<file path="src/rtl/fdtd_update_engine.sv">
// fdtd_update_engine: one Hy or Ez FDTD update pass over a buffered 1-D segment.
// Streams both old-field RAMs in address order and writes updates into the selected new-field RAM.
module fdtd_update_engine #(
    parameter int FDTD_DATA_WIDTH   = 32,
    parameter int FRAC_BITS         = 16,
    parameter int BUFFER_ADDR_WIDTH = 6,
    parameter int FDTD_BUFFER_DEPTH = 64
) (
    input  logic                         CLK,
    input  logic                         RST_N,
    input  logic                         start_hy_i,
    input  logic                         start_ez_i,
    input  logic [BUFFER_ADDR_WIDTH:0]   size_i,
    input  logic [FDTD_DATA_WIDTH-1:0]   coef_h_i,
    input  logic [FDTD_DATA_WIDTH-1:0]   coef_e_i,
    output logic                         rd_Hy_old_en_o,
    output logic                         rd_Ez_old_en_o,
    output logic [BUFFER_ADDR_WIDTH-1:0] rd_Hy_old_addr_o,
    output logic [BUFFER_ADDR_WIDTH-1:0] rd_Ez_old_addr_o,
    input  logic [FDTD_DATA_WIDTH-1:0]   Hy_old_i,
    input  logic [FDTD_DATA_WIDTH-1:0]   Ez_old_i,
    output logic                         wrt_Hy_n_en_o,
    output logic                         wrt_Ez_n_en_o,
    output logic [BUFFER_ADDR_WIDTH-1:0] wrt_Hy_n_addr_o,
    output logic [BUFFER_ADDR_WIDTH-1:0] wrt_Ez_n_addr_o,
    output logic [FDTD_DATA_WIDTH-1:0]   Hy_n_o,
    output logic [FDTD_DATA_WIDTH-1:0]   Ez_n_o,
    output logic                         busy_o,
    output logic                         done_o
);
    localparam int W  = FDTD_DATA_WIDTH;
    localparam int AW = BUFFER_ADDR_WIDTH;
    localparam int PW = W + FRAC_BITS;

    typedef enum logic [1:0] {IDLE, RUN, DRAIN, DONE} state_t;

    state_t        state_q, state_d;
    logic          mode_hy_q, mode_hy_d;
    logic [AW:0]   n_q, n_d, n_last;
    logic [W-1:0]  coef_q, coef_d;
    logic [AW-1:0] cnt_q, cnt_d;
    logic          d0_v_q, d0_v_d, d1_v_q, d1_v_d;
    logic [AW-1:0] d0_idx_q, d0_idx_d, d1_idx_q, d1_idx_d;
    logic [W-1:0]  hy_p_q, hy_p_d, ez_p_q, ez_p_d;
    logic          m_v_q, m_v_d;
    logic [AW-1:0] m_idx_q, m_idx_d;
    logic [W-1:0]  m_prod_q, m_prod_d, m_old_q, m_old_d;
    logic          wr_en_q, wr_en_d;
    logic [AW-1:0] wr_addr_q, wr_addr_d;
    logic [W-1:0]  wr_data_q, wr_data_d;
    logic          start_acc, rd_en, c_v, c_bnd;
    logic [AW-1:0] c_idx;
    logic [W-1:0]  c_diff, c_old;
    logic [PW-1:0] prod;

    assign start_acc = (state_q == IDLE) && (start_hy_i || start_ez_i);
    assign n_last    = n_q - 1'b1;

    always_ff @(posedge CLK or negedge RST_N) begin
        if (!RST_N) state_q <= IDLE;
        else        state_q <= state_d;
    end

    always_comb begin
        state_d = state_q;
        case (state_q)
            IDLE:    state_d = start_acc ? RUN : IDLE;
            RUN:     state_d = (n_q == '0) ? DONE : ({1'b0, cnt_q} == n_last) ? DRAIN : RUN;
            DRAIN:   state_d = (wr_en_q && {1'b0, wr_addr_q} == n_last) ? DONE : DRAIN;
            default: state_d = IDLE;
        endcase
    end

    always_comb begin
        rd_en            = (state_q == RUN) && (n_q != '0);
        rd_Hy_old_en_o   = rd_en;
        rd_Ez_old_en_o   = rd_en;
        rd_Hy_old_addr_o = cnt_q;
        rd_Ez_old_addr_o = cnt_q;
        wrt_Hy_n_en_o    = wr_en_q && mode_hy_q;
        wrt_Ez_n_en_o    = wr_en_q && !mode_hy_q;
        wrt_Hy_n_addr_o  = wr_addr_q;
        wrt_Ez_n_addr_o  = wr_addr_q;
        Hy_n_o           = wr_data_q;
        Ez_n_o           = wr_data_q;
        busy_o           = state_q != IDLE;
        done_o           = state_q == DONE;
    end

    // Hy needs Ez_old[k+1], so it computes one cycle after Ez does, from the delayed copies.
    always_comb begin
        mode_hy_d = start_acc ? start_hy_i : mode_hy_q;
        n_d       = start_acc ? ((size_i > (AW+1)'(FDTD_BUFFER_DEPTH)) ? (AW+1)'(FDTD_BUFFER_DEPTH) : size_i) : n_q;
        coef_d    = start_acc ? (start_hy_i ? coef_h_i : coef_e_i) : coef_q;
        cnt_d     = start_acc ? '0 : rd_en ? cnt_q + 1'b1 : cnt_q;
        d0_v_d    = rd_en;
        d0_idx_d  = cnt_q;
        d1_v_d    = d0_v_q;
        d1_idx_d  = d0_idx_q;
        hy_p_d    = d0_v_q ? Hy_old_i : hy_p_q;
        ez_p_d    = d0_v_q ? Ez_old_i : ez_p_q;
        c_v       = mode_hy_q ? d1_v_q : d0_v_q;
        c_idx     = mode_hy_q ? d1_idx_q : d0_idx_q;
        c_diff    = mode_hy_q ? Ez_old_i - ez_p_q : Hy_old_i - hy_p_q;
        c_old     = mode_hy_q ? hy_p_q : Ez_old_i;
        c_bnd     = mode_hy_q ? ({1'b0, c_idx} == n_last) : (c_idx == '0);
        prod      = {{FRAC_BITS{c_diff[W-1]}}, c_diff} * {{FRAC_BITS{coef_q[W-1]}}, coef_q};
        m_v_d     = c_v;
        m_idx_d   = c_idx;
        m_prod_d  = c_bnd ? '0 : W'(prod >> FRAC_BITS);
        m_old_d   = c_old;
        wr_en_d   = m_v_q;
        wr_addr_d = m_idx_q;
        wr_data_d = m_old_q + m_prod_q;
    end

    always_ff @(posedge CLK or negedge RST_N) begin
        if (!RST_N) begin
            mode_hy_q <= 1'b0;
            n_q       <= '0;
            coef_q    <= '0;
            cnt_q     <= '0;
            d0_v_q    <= 1'b0;
            d0_idx_q  <= '0;
            d1_v_q    <= 1'b0;
            d1_idx_q  <= '0;
            hy_p_q    <= '0;
            ez_p_q    <= '0;
            m_v_q     <= 1'b0;
            m_idx_q   <= '0;
            m_prod_q  <= '0;
            m_old_q   <= '0;
            wr_en_q   <= 1'b0;
            wr_addr_q <= '0;
            wr_data_q <= '0;
        end else begin
            mode_hy_q <= mode_hy_d;
            n_q       <= n_d;
            coef_q    <= coef_d;
            cnt_q     <= cnt_d;
            d0_v_q    <= d0_v_d;
            d0_idx_q  <= d0_idx_d;
            d1_v_q    <= d1_v_d;
            d1_idx_q  <= d1_idx_d;
            hy_p_q    <= hy_p_d;
            ez_p_q    <= ez_p_d;
            m_v_q     <= m_v_d;
            m_idx_q   <= m_idx_d;
            m_prod_q  <= m_prod_d;
            m_old_q   <= m_old_d;
            wr_en_q   <= wr_en_d;
            wr_addr_q <= wr_addr_d;
            wr_data_q <= wr_data_d;
        end
    end
endmodule

</file>
<file path="config.mk">
export PLATFORM = sky130hd
export DESIGN_NAME = fdtd_update_engine
export DESIGN_NICKNAME = d
export VERILOG_FILES = /design/src/rtl/fdtd_update_engine.sv
export SDC_FILE = /design/constraint.sdc
export NUM_CORES = 2
export LEC_CHECK = 0
export ABC_AREA = 1
export CORE_ASPECT_RATIO = 1.1
export CORE_MARGIN = 10
export CORE_UTILIZATION = 65
export CTS_CLUSTER_SIZE = 25
export DETAILED_ROUTE_END_ITERATION = 8
export GPL_ROUTABILITY_DRIVEN = 0
export PLACE_DENSITY_LB_ADDON = 0.2
export SYNTH_ARGS = -nofsm -noshare
export SYNTH_HDL_FRONTEND = slang
export SYNTH_SLANG_ARGS = --single-unit
</file>
<file path="constraint.sdc">
create_clock -name CLK -period 21.8 [get_ports CLK]
set_input_delay 4.36 -clock CLK [delete_from_list [all_inputs] [get_ports CLK]]
set_output_delay 4.36 -clock CLK [all_outputs]
set_load 0.02 [all_outputs]
</file>
==> qor.csv <==
metric,value,unit
cts.sinks,236,
drc,0,
antenna_found_initial,5,
syn-num-nets,6615,
htreeDepth,1,
cp_top_family,adder cells,
ys_ff_latch,236,
hp-class,register to register,
multiInputGateArea,31600,sq um
numPortBuffers,232,
fin_tns_setup,0,ps
rows,99,
cts_buffers,28,
clk-insertion-delay-late,580,ps
path_max_fanout,18,
gr-total-overflow,0,
drt-pass1-iter-count,9,
crit_buf_inv,8,
seq_area_frac_synth,13.6,%
cts.path.max_buffers,3,
finalCritPeriodShare,64.7,%
cts_tree,yes,
holdPathStages,0,
die_area,77300,sq um
grt_setup_unrepaired,no,
path_class,input pin to register,
io_pins,233,
tightest_slew,1240,ps
dieWidth,266,um
grt_use_total,37.2,%
netlist_area,43300,sq um
outcome,"finished, final reports clean",
synth.distinct_cells,56,
routed_via_density,5.87,
cpMaxStageDelayCell,inv_1,
grt_pass1_wl,221000,um
cp.required,22220,ps
cp-start-kind,input pin,
ant_nets,0,
syn_inst,5376,
use_met3,10.8,%
seq_area,5910,sq um
max_freq,70.8,MHz
die_h,291,um
finClkSkew,24.7,ps
cp_num_cells,36,
maxSlewViolCount,0,
drt-initial-drc-count,4060,
avgSynthCellArea,8.05,sq um
fin_nets,6702,
cts-root-buf,clkbuf_16,
grt_busiest_layer,met2,
max_stage_delay,620,ps
worst_setup_path_end_kind,register,
num_vias,37300,
grt_util_met2,57.1,%
hold_violations,0,
max-slew-margin-rel,17.0,%
period_minus_slack,14110,ps
grt_pass1_vias,39300,
initial_core_util,65.4,%
dpl.hpwl,112000,um
drive_above_1_share,3.56,%
totalWireLength,142000,um
hold_buffers,0,
cts_resized,0,
ys_async_sr_fraction,100,%
wl_per_cell,22.4,um
synth_area_leaders,"fa_1 39%, dfrtp_1 14%, inv_1 11%",
synth_top_cell_area_share,38.9,%
met1_usage,45.5,%
holdWs,343,ps
arrival,14540,ps
r2r_cells,34,
post_cts_buffers,0,
area_growth,8.72,%
grt_max_degree,130,
synth_edf_count,0,
critical_path.most_common_cell,fa_1,
maxCapViolCount,0,
fillers,5274,
core_area,66100,sq um
clk_pin_slew,80,ps
ys_warn_count,0,
synth_largest_area_cell,fa_1,
yosys_most_used_dff,dfrtp_1,
setup_viol,0,
## worst register-to-register path: cells and delay by family (launching register included)
| family | cells | cell delay (ps) |
|---|---|---|
| xor gates and xnor gates | 1 | 250 |
| and+or+nand+nor | 10 | 1070 |
| buffers and inverters | 6 | 1180 |
| AOI/OAI and AO/OA | 6 | 2100 |
| DFF | 1 | 390 |
| adders and majority gates | 11 | 5030 |
## kinds of logic after synthesis
group           share of synthesized area (%)
simple gates                             17.9
buf+inv                                  13.3
fa+ha+maj                                46.4
compound gates                           6.88
flops                                    13.6
xor+xnor                                 1.80
mux                                    0.0260
## registers in the layout (all words and copies together), names as in the netlist
| signal | count |
|---|---|
| Ez_n_o | 32 |
| coef_q | 32 |
| ez_p_q | 32 |
| hy_p_q | 32 |
| m_old_q | 32 |
| m_prod_q | 32 |
| n_q | 7 |
| d0_idx_q | 6 |
| d1_idx_q | 6 |
| m_idx_q | 6 |
| rd_Ez_old_addr_o | 6 |
| wrt_Ez_n_addr_o | 6 |
| state_q | 2 |
| d0_v_q | 1 |
| d1_v_q | 1 |
| m_v_q | 1 |
| mode_hy_q | 1 |
| wr_en_q | 1 |
## per-stage QoR
stage	setup WS [ps]	instance area [sq um]	utilization (%)	std cells
6_report	7690	47100	71.1	6344
5_1_grt	7440	47000	71.1	6343
4_1_cts	8150	47000	71.1	6343
3_5_place_dp	7600	46000	69.6	6291
3_3_place_gp	7680	46000	69.6	6291
2_1_floorplan	9740	43300	-	5376
## worst paths after layout
path	slack [ps]	to	start
max	7690	m_prod_q[24]	Ez_old_i[0]
min	340	wrt_Ez_n_addr_o[1]	m_idx_q[1]
max reg2reg	11620	m_prod_q[24]	ez_p_q[0]
min reg2reg	340	wrt_Ez_n_addr_o[1]	m_idx_q[1]
max in group asynchronous	15790	m_old_q[2]	RST_N
min in group asynchronous	3820	ez_p_q[9]	RST_N
## final cells by class
cell class	instances	area share, %
antenna	1	0.00532
clock buffer	34	1.67
clock inverter	18	0.457
inverter	1256	10.0
multi-input combinational	3652	67.2
sequential	236	12.6
tap	858	2.28
timing repair buffer	289	5.85
## cell usage in the layout, fill, tap and decap left out, types with 5 or more instances in the layout
cell	netlist	routed
a21boi_0	6	6
a21boi_1	7	7
a21o_1	5	5
a21oi_1	177	177
a31oi_1	6	6
buf_4	46	57
clkbuf_16	0	29
clkdlybuf4s50_1	0	230
clkinv_1	11	11
clkinv_2	1	7
dfrtp_1	236	234
fa_1	841	841
ha_1	259	259
inv_1	1226	1226
inv_2	18	18
nand2_1	991	991
nand2_2	17	17
nand3_1	116	116
nand3_2	11	11
nand4_1	28	28
nor2_1	719	719
nor2_2	7	7
nor3_1	27	27
o211ai_1	33	33
o21a_1	12	12
o21ai_0	212	212
o21ai_1	16	16
o21ai_2	9	9
o21bai_1	13	13
o31ai_1	5	5
xnor2_1	36	36
xor2_1	50	50
## synthesized netlist by cell type, types with 9 or more instances
master and count:
o21a_1 12, buf_2 10, nor3_1 27, clkinv_1 11, o21bai_1 13, xnor2_1 36
xor2_1 50, nand3_1 116, inv_1 1226, o21ai_1 16, a21oi_1 177, nand4_1 28
inv_2 18, o21ai_2 9, nand3_2 11, clkbuf_1 167, nand2_2 17, nor2_1 719
o211ai_1 33, buf_4 46, dfrtp_1 236, nand2_1 991, o21ai_0 212, ha_1 259
fa_1 841, buf_1 9
## per-layer routing
metal / wire length [um] / vias up
met4: 12000 / 2
met2: 62200 / 2537
li1: - / 16000
met5: 13 / -
met3: 19400 / 674
met1: 48500 / 18000
Power is not shown: default switching activity piles up to over one toggle a cycle in this logic, so the estimate is an artifact.
